## src/rtl/sb_bus_pkg.sv

```systemverilog
// Shared constants for the system-bus decoder: response codes, burst size codes,
// FSM encodings and the size-to-beat-count helper.
package sb_bus_pkg;

  localparam logic [1:0] RESP_OKAY   = 2'b00;
  localparam logic [1:0] RESP_SLVERR = 2'b10;
  localparam logic [1:0] RESP_DECERR = 2'b11;

  localparam logic [2:0] SZ_SINGLE0 = 3'b000;
  localparam logic [2:0] SZ_SINGLE1 = 3'b001;
  localparam logic [2:0] SZ_SINGLE2 = 3'b010;
  localparam logic [2:0] SZ_BURST2  = 3'b011;
  localparam logic [2:0] SZ_BURST4  = 3'b100;
  localparam logic [2:0] SZ_BURST8  = 3'b101;
  localparam logic [2:0] SZ_BURST16 = 3'b110;
  localparam logic [2:0] SZ_BURST32 = 3'b111;

  localparam logic [1:0] ST_IDLE   = 2'd0;
  localparam logic [1:0] ST_CHECK  = 2'd1;
  localparam logic [1:0] ST_ACTIVE = 2'd2;
  localparam logic [1:0] ST_RESP   = 2'd3;

  // Beats in the burst minus one; the three single-beat codes collapse to 0.
  function automatic logic [4:0] size_to_bm1(input logic [2:0] sz);
    logic [4:0] bm1;
    case (sz)
      SZ_BURST2:  bm1 = 5'd1;
      SZ_BURST4:  bm1 = 5'd3;
      SZ_BURST8:  bm1 = 5'd7;
      SZ_BURST16: bm1 = 5'd15;
      SZ_BURST32: bm1 = 5'd31;
      default:    bm1 = 5'd0;
    endcase
    return bm1;
  endfunction

endpackage

```

## src/rtl/sb_decoder_nslave_if.sv

```systemverilog
// Master-side request/beat signals and decoder-side select/response signals.
interface sb_decoder_nslave_if #(
  parameter int ADDR_WIDTH   = 32,
  parameter int NUM_SLAVES   = 3,
  parameter int ERRCNT_WIDTH = 8
);
  logic                    sb_req;
  logic                    sb_ready;
  logic [ADDR_WIDTH-1:0]   sb_addr;
  logic [2:0]              sb_size;
  logic                    sb_beat_ack;
  logic [NUM_SLAVES-1:0]   sb_sel;
  logic [1:0]              sb_resp;
  logic                    sb_resp_valid;
  logic                    add_notokay;
  logic [ERRCNT_WIDTH-1:0] sb_err_count;

  modport master (
    output sb_req, sb_addr, sb_size, sb_beat_ack,
    input  sb_ready, sb_sel, sb_resp, sb_resp_valid, add_notokay, sb_err_count
  );

  modport slave (
    input  sb_req, sb_addr, sb_size, sb_beat_ack,
    output sb_ready, sb_sel, sb_resp, sb_resp_valid, add_notokay, sb_err_count
  );
endinterface

```

## src/rtl/sb_region_check.sv

```systemverilog
// Combinational decode of a latched request: region index, beat count and
// whether the whole burst fits inside the addressed slave's window.
module sb_region_check
  import sb_bus_pkg::*;
#(
  parameter int ADDR_WIDTH = 32,
  parameter int NUM_SLAVES = 3,
  parameter int SEL_BITS   = 2,
  parameter int OFFS_WIDTH = ADDR_WIDTH - SEL_BITS,
  parameter logic [NUM_SLAVES*OFFS_WIDTH-1:0] SLV_LIMITS = {30'd4095, 30'd2047, 30'd2047}
) (
  input  logic [ADDR_WIDTH-1:0] addr,
  input  logic [2:0]            size,
  output logic [SEL_BITS-1:0]   region,
  output logic [4:0]            bm1,
  output logic                  mapped,
  output logic                  in_range
);
  localparam logic [SEL_BITS-1:0] MAX_REGION = SEL_BITS'(NUM_SLAVES);

  logic [OFFS_WIDTH-1:0] offset;
  logic [OFFS_WIDTH-1:0] limit;
  logic [OFFS_WIDTH:0]   last_offs;

  assign region = addr[ADDR_WIDTH-1 -: SEL_BITS];
  assign offset = addr[OFFS_WIDTH-1:0];
  assign bm1    = size_to_bm1(size);
  assign mapped = (region != '0) && (region <= MAX_REGION);

  always_comb begin
    limit = '0;
    for (int i = 0; i < NUM_SLAVES; i++)
      if (region == SEL_BITS'(i + 1)) limit = SLV_LIMITS[i*OFFS_WIDTH +: OFFS_WIDTH];
  end

  // One extra bit so a burst running off the top of the offset space cannot wrap.
  assign last_offs = {1'b0, offset} + (OFFS_WIDTH+1)'(bm1);
  assign in_range  = last_offs <= {1'b0, limit};

endmodule

```

## src/rtl/sb_decoder_nslave.sv

```systemverilog
// N-slave system-bus address decoder: accepts a request, range-checks it,
// holds the slave select for the whole burst and issues one completion.
module sb_decoder_nslave
  import sb_bus_pkg::*;
#(
  parameter int NUM_SLAVES   = 3,
  parameter int ADDR_WIDTH   = 32,
  parameter int SEL_BITS     = 2,
  parameter int OFFS_WIDTH   = ADDR_WIDTH - SEL_BITS,
  parameter logic [NUM_SLAVES*OFFS_WIDTH-1:0] SLV_LIMITS = {30'd4095, 30'd2047, 30'd2047},
  parameter int ERRCNT_WIDTH = 8
) (
  input logic          sb_clk,
  input logic          sb_reset,
  sb_decoder_nslave_if.slave bus
);
  logic [1:0]              state_q, state_d;
  logic [ADDR_WIDTH-1:0]   addr_q, addr_d;
  logic [2:0]              size_q, size_d;
  logic [4:0]              cnt_q, cnt_d;
  logic [NUM_SLAVES-1:0]   sel_q, sel_d;
  logic [1:0]              resp_q, resp_d;
  logic [ERRCNT_WIDTH-1:0] err_q, err_d;

  logic [SEL_BITS-1:0] region;
  logic [4:0]          bm1;
  logic                mapped, in_range;

  sb_region_check #(
    .ADDR_WIDTH(ADDR_WIDTH), .NUM_SLAVES(NUM_SLAVES), .SEL_BITS(SEL_BITS),
    .OFFS_WIDTH(OFFS_WIDTH), .SLV_LIMITS(SLV_LIMITS)
  ) u_check (
    .addr(addr_q), .size(size_q), .region(region), .bm1(bm1),
    .mapped(mapped), .in_range(in_range)
  );

  always_comb begin
    state_d = state_q;
    addr_d  = addr_q;
    size_d  = size_q;
    cnt_d   = cnt_q;
    sel_d   = sel_q;
    resp_d  = resp_q;
    err_d   = err_q;
    case (state_q)
      ST_IDLE: if (bus.sb_req) begin
        addr_d  = bus.sb_addr;
        size_d  = bus.sb_size;
        state_d = ST_CHECK;
      end
      ST_CHECK: begin
        if (!mapped) begin
          resp_d  = RESP_DECERR;
          state_d = ST_RESP;
        end else if (!in_range) begin
          resp_d  = RESP_SLVERR;
          state_d = ST_RESP;
        end else begin
          cnt_d   = bm1;
          sel_d   = NUM_SLAVES'(1) << (region - SEL_BITS'(1));
          state_d = ST_ACTIVE;
        end
      end
      ST_ACTIVE: if (bus.sb_beat_ack) begin
        if (cnt_q == '0) begin
          sel_d   = '0;
          resp_d  = RESP_OKAY;
          state_d = ST_RESP;
        end else begin
          cnt_d = cnt_q - 5'd1;
        end
      end
      ST_RESP: begin
        // Counter sticks at all-ones rather than wrapping back to zero.
        if (resp_q != RESP_OKAY && err_q != '1) err_d = err_q + 1'b1;
        state_d = ST_IDLE;
      end
      default: state_d = ST_IDLE;
    endcase
  end

  always_ff @(posedge sb_clk or posedge sb_reset) begin
    if (sb_reset) begin
      state_q <= ST_IDLE;
      addr_q  <= '0;
      size_q  <= '0;
      cnt_q   <= '0;
      sel_q   <= '0;
      resp_q  <= RESP_OKAY;
      err_q   <= '0;
    end else begin
      state_q <= state_d;
      addr_q  <= addr_d;
      size_q  <= size_d;
      cnt_q   <= cnt_d;
      sel_q   <= sel_d;
      resp_q  <= resp_d;
      err_q   <= err_d;
    end
  end

  assign bus.sb_ready      = (state_q == ST_IDLE);
  assign bus.sb_sel        = sel_q;
  assign bus.sb_resp       = resp_q;
  assign bus.sb_resp_valid = (state_q == ST_RESP);
  assign bus.add_notokay   = (state_q == ST_RESP) && (resp_q != RESP_OKAY);
  assign bus.sb_err_count  = err_q;

endmodule

```

## src/flat_wrapper.sv

```systemverilog
// flat-port wrapper written by rule: the top's interface ports become plain ports
module sb_decoder_nslave_flat import sb_bus_pkg::*;
#(
  parameter int NUM_SLAVES   = 3,
  parameter int ADDR_WIDTH   = 32,
  parameter int SEL_BITS     = 2,
  parameter int OFFS_WIDTH   = ADDR_WIDTH - SEL_BITS,
  parameter logic [NUM_SLAVES*OFFS_WIDTH-1:0] SLV_LIMITS = {30'd4095, 30'd2047, 30'd2047},
  parameter int ERRCNT_WIDTH = 8
)
  (sb_clk, sb_reset, bus_sb_req, bus_sb_addr, bus_sb_size, bus_sb_beat_ack, bus_sb_ready, bus_sb_sel, bus_sb_resp, bus_sb_resp_valid, bus_add_notokay, bus_sb_err_count);
  sb_decoder_nslave_if #(.ADDR_WIDTH(ADDR_WIDTH), .NUM_SLAVES(NUM_SLAVES), .ERRCNT_WIDTH(ERRCNT_WIDTH)) bus_i ();
  input logic sb_clk;
  input logic sb_reset;
  input wire logic [$bits(bus_i.sb_req)-1:0] bus_sb_req;
  input wire logic [$bits(bus_i.sb_addr)-1:0] bus_sb_addr;
  input wire logic [$bits(bus_i.sb_size)-1:0] bus_sb_size;
  input wire logic [$bits(bus_i.sb_beat_ack)-1:0] bus_sb_beat_ack;
  output wire logic [$bits(bus_i.sb_ready)-1:0] bus_sb_ready;
  output wire logic [$bits(bus_i.sb_sel)-1:0] bus_sb_sel;
  output wire logic [$bits(bus_i.sb_resp)-1:0] bus_sb_resp;
  output wire logic [$bits(bus_i.sb_resp_valid)-1:0] bus_sb_resp_valid;
  output wire logic [$bits(bus_i.add_notokay)-1:0] bus_add_notokay;
  output wire logic [$bits(bus_i.sb_err_count)-1:0] bus_sb_err_count;
  assign bus_i.sb_req = bus_sb_req;
  assign bus_i.sb_addr = bus_sb_addr;
  assign bus_i.sb_size = bus_sb_size;
  assign bus_i.sb_beat_ack = bus_sb_beat_ack;
  assign bus_sb_ready = bus_i.sb_ready;
  assign bus_sb_sel = bus_i.sb_sel;
  assign bus_sb_resp = bus_i.sb_resp;
  assign bus_sb_resp_valid = bus_i.sb_resp_valid;
  assign bus_add_notokay = bus_i.add_notokay;
  assign bus_sb_err_count = bus_i.sb_err_count;
  sb_decoder_nslave #(.NUM_SLAVES(NUM_SLAVES), .ADDR_WIDTH(ADDR_WIDTH), .SEL_BITS(SEL_BITS), .OFFS_WIDTH(OFFS_WIDTH), .SLV_LIMITS(SLV_LIMITS), .ERRCNT_WIDTH(ERRCNT_WIDTH)) u_core (.sb_clk(sb_clk), .sb_reset(sb_reset), .bus(bus_i));
endmodule
```

## config.mk

```make
export PLATFORM = sky130hd
export DESIGN_NAME = sb_decoder_nslave_flat
export DESIGN_NICKNAME = d
export VERILOG_FILES = /design/src/rtl/sb_bus_pkg.sv /design/src/rtl/sb_decoder_nslave_if.sv /design/src/rtl/sb_region_check.sv /design/src/rtl/sb_decoder_nslave.sv /design/src/flat_wrapper.sv
export SDC_FILE = /design/constraint.sdc
export NUM_CORES = 1
export LEC_CHECK = 0
export ABC_AREA = 1
export BUFFER_PORTS_ARGS = -buffer_cell sky130_fd_sc_hd__buf_2
export CAP_MARGIN = 40
export CORE_UTILIZATION = 59
export DETAILED_ROUTE_END_ITERATION = 10
export PLACE_DENSITY = 0.83
export RECOVER_POWER = 100
export REMOVE_ABC_BUFFERS = 1
export SLEW_MARGIN = 30
export SYNTH_ARGS = -nofsm -noshare
export SYNTH_HDL_FRONTEND = slang
export SYNTH_SLANG_ARGS = --single-unit
export TNS_END_PERCENT = 5
```

## constraint.sdc

```tcl
create_clock -name sb_clk -period 3.8 [get_ports sb_clk]
set_clock_uncertainty 0.2 [all_clocks]
set_input_delay 0.38 -clock sb_clk [delete_from_list [all_inputs] [get_ports sb_clk]]
set_output_delay 0.38 -clock sb_clk [all_outputs]
set_load 0.05 [all_outputs]
```

==> results.txt <==
Status = finished with violations
Failing checks = capacitance limit, slew limit
Power Density = 897 nW/µm²
Flops & latches, synth = 55
Rows = 29
Die width = 84.8 µm
R2R Path Start = u_core.size_q[0]
Fin area = 4550 µm²
Die area = 7190 µm²
Starting Density = 62.2%
Yosys top cell by area = dfrtp_1
Largest net degree at the start of global routing = 56
Synth Instances = 531
WL final = 9340 µm
Worst EP arrival = 3.67 ns
Drt pass-1 iters = 7
Final #Nets = 657
Leakage = 2.35 nW
Count leader, synth = nand2_1
Reg2reg end = u_core.bus.sb_sel[0]
H-tree Lvls = 2
Final Max Slew Viols = 56
Routed length per instance = 13.9 µm
TritonCTS clock tree = yes
CP Capture Type = flip-flop
Worst relative slew slack = -37.4%
Crit-path max FO = 7
Core area = 6490 µm²
Worst Path Required = 3.87 ns
Async SR Flop Fraction = 100%
DRC = 0
Tot Pwr = 4.08 mW
Clock Latency Late Sink = 0.32 ns
Clock transition at path regs = 0.11 ns
I/O pin cnt = 55
Post-Route Utilization = 70.0%
Placed inst area = 4400 µm²
Initial antenna violation count = 0
CTS root buffer = clkbuf_8
Proportion of layout cells with a drive suffix above 1 = 21.4%
Post-Place Setup Slack = -0.0229 ns
Yosys warns = 0
Sink Count = 55
Worst hold path depth = 2
HP Class = input pin to flip-flop
Dpl hpwl = 7110 µm
Tcrit/Tclk final = 94.8%
DR vias = 3671
Setup CP Type = flip-flop to flip-flop
Seq/Total Area, Yosys = 34.1%
Count of different cell masters after synthesis = 38
Top post-synthesis cells by area = dfrtp_1 34%, nand2_1 12%, ha_1 7.4%, inv_1 5.7%, nor2_1 5.1%
Post-synth top area share = 34.1%
Ant. Diodes = 0
Total GRT Usage = 28.1%
Global route overflow = 0
Fin worst setup slack = 0.196 ns
Die Y-Extent = 84.8 µm
Crit start category = flip-flop
Setup slack, reg-to-reg = 0.20 ns
Vias in the first global route = 3728
Starting DRC count in detailed routing = 244
Crit path time final = 3.60 ns
Top_reg_cell synth = dfrtp_1
Final GP Congestion = 0.923
Via density = 5.47
Syn_area_per_cell = 7.61 µm²
Final setup vio count = 0
DRT antenna net count = 0
Cts bufs inserted = 5
Count of flip-flops with a built-in enable after synthesis = 0
Slew @ Worst Pin = 2.06 ns
Synth top cells by count = 128 x nand2_1, 61 x inv_1, 55 x dfrtp_1, 55 x nor2_1, 36 x nand3_1
Synthesis-to-finish area growth = 12.5%
Fmax achieved = 277 MHz
R2R depth = 24
Final Hold Vio Count = 0
WHS Endpoint = u_core.addr_q[0]
PortBufs = 54
CTS max path bufs = 2
VDD IR max = 0.000458 V
Max-Cap Viols = 1
Hold path startpoint = bus_sb_addr[0]
Global-route wire length before repair = 16100 µm
Post-Syn Area = 4040 µm²
## worst max-delay path by stage
stage | slack, ns | startpoint | end
2_1_floorplan | 0.40 | u_core.size_q[2] | u_core.cnt_q[0]
3_3_place_gp | 0.16 | u_core.size_q[2] | u_core.cnt_q[4]
3_5_place_dp | -0.02 | u_core.size_q[2] | u_core.cnt_q[2]
4_1_cts | 0.007 | u_core.size_q[2] | u_core.cnt_q[2]
5_1_grt | -0.01 | u_core.size_q[0] | u_core.bus.sb_sel[0]
6_report | 0.20 | u_core.size_q[0] | u_core.bus.sb_sel[0]
## routing by layer
metal  track usage, %  share of wire (%)
met5                0                  0
met4             10.5                2.3
met3             3.64                4.3
met2             49.2                 50
met1             35.5                 43
## sequential cells by signal, summed over array words and instances (netlist names)
register	flops
u_core.addr_q	32
u_core.bus.sb_err_count	8
u_core.bus.sb_resp	2
u_core.bus.sb_sel	3
u_core.cnt_q	5
u_core.size_q	3
u_core.state_q	2
## critical path: stages, from the launching register on
cell and delay, ns:
dfrtp_1 0.40, nand2_1 0.11, nand2_2 0.09, ha_2 0.19, inv_1 0.05, fa_2 0.35
inv_2 0.08, nand3_1 0.08, nand3_2 0.10, nand2_1 0.07, nand2_2 0.10, xor2_1 0.16
ha_1 0.27, a21oi_2 0.13, nor2_1 0.05, a211oi_1 0.22, nand2_1 0.09, nand3_1 0.09
nand3_1 0.10, nand2_2 0.10, nand3_2 0.08, nand2_4 0.14, buf_6 0.13, nand3_1 0.07
nand2_1 0.10
## where the power goes
group | internal (mW) | switching (mW) | leakage, nW
Sequential | 0.849 | 0.287 | 0.647
Clock | 0.133 | 0.205 | 0.0454
Combinational | 0.919 | 1.69 | 1.66
Total | 1.90 | 2.18 | 2.35
## logic make-up after synthesis
family | after synthesis | share of synthesized area (%)
and+or+nand+nor | 288 | 34.7
buffers and inverters | 74 | 7.06
DFF | 55 | 34.1
AOI/OAI and AO/OA | 52 | 7.03
adders and majority gates | 25 | 7.93
xor gates and xnor gates | 21 | 4.74
muxes | 16 | 4.46
## area by class of cell
class	count	area, µm²
flip-flops and latches	55	1380
clock buffers	6	72.6
inverters	66	248
repair buffers	63	317
fillers	546	1950
multi-input cells	402	2420
well taps	77	96.3
clock inverters	2	17.5
## cell usage in the layout (no fill, tap or decap), types with 5 or more instances in the layout
cell | Yosys | routed
buf_2 | 0 | 38
nor2_1 | 55 | 55
ha_1 | 24 | 21
xnor2_1 | 7 | 7
o21ai_0 | 15 | 15
nor3_1 | 10 | 10
xor2_1 | 13 | 13
inv_1 | 61 | 59
a21oi_1 | 28 | 27
clkbuf_1 | 7 | 19
mux2_2 | 16 | 16
nand3_1 | 36 | 35
clkbuf_8 | 0 | 5
buf_4 | 0 | 5
nor2_4 | 8 | 8
nand4_1 | 13 | 13
dfrtp_1 | 55 | 55
nand2_2 | 21 | 23
inv_2 | 4 | 6
nand2_1 | 128 | 125
## metrics by stage
step	TNS [ns]	instances	hold WS, ns
floorplan	0	523	0.242
global placement	0	657	0.253
detailed placement	-0.0530	657	0.258
CTS	0	666	0.0825
global route	-0.0249	671	0.0843
finish	0	671	0.0843
## timing repair
action                                 in CTS  in global routing
setup endpoints to repair                   5                 11
pin swaps                                   0                  3
buffers inserted                            0                  5
hold buffers                                1                  0
resized for setup                           1                 15
endpoints found under the hold margin      16                  0
No activity file was read; power rests on OpenSTA's default activity.
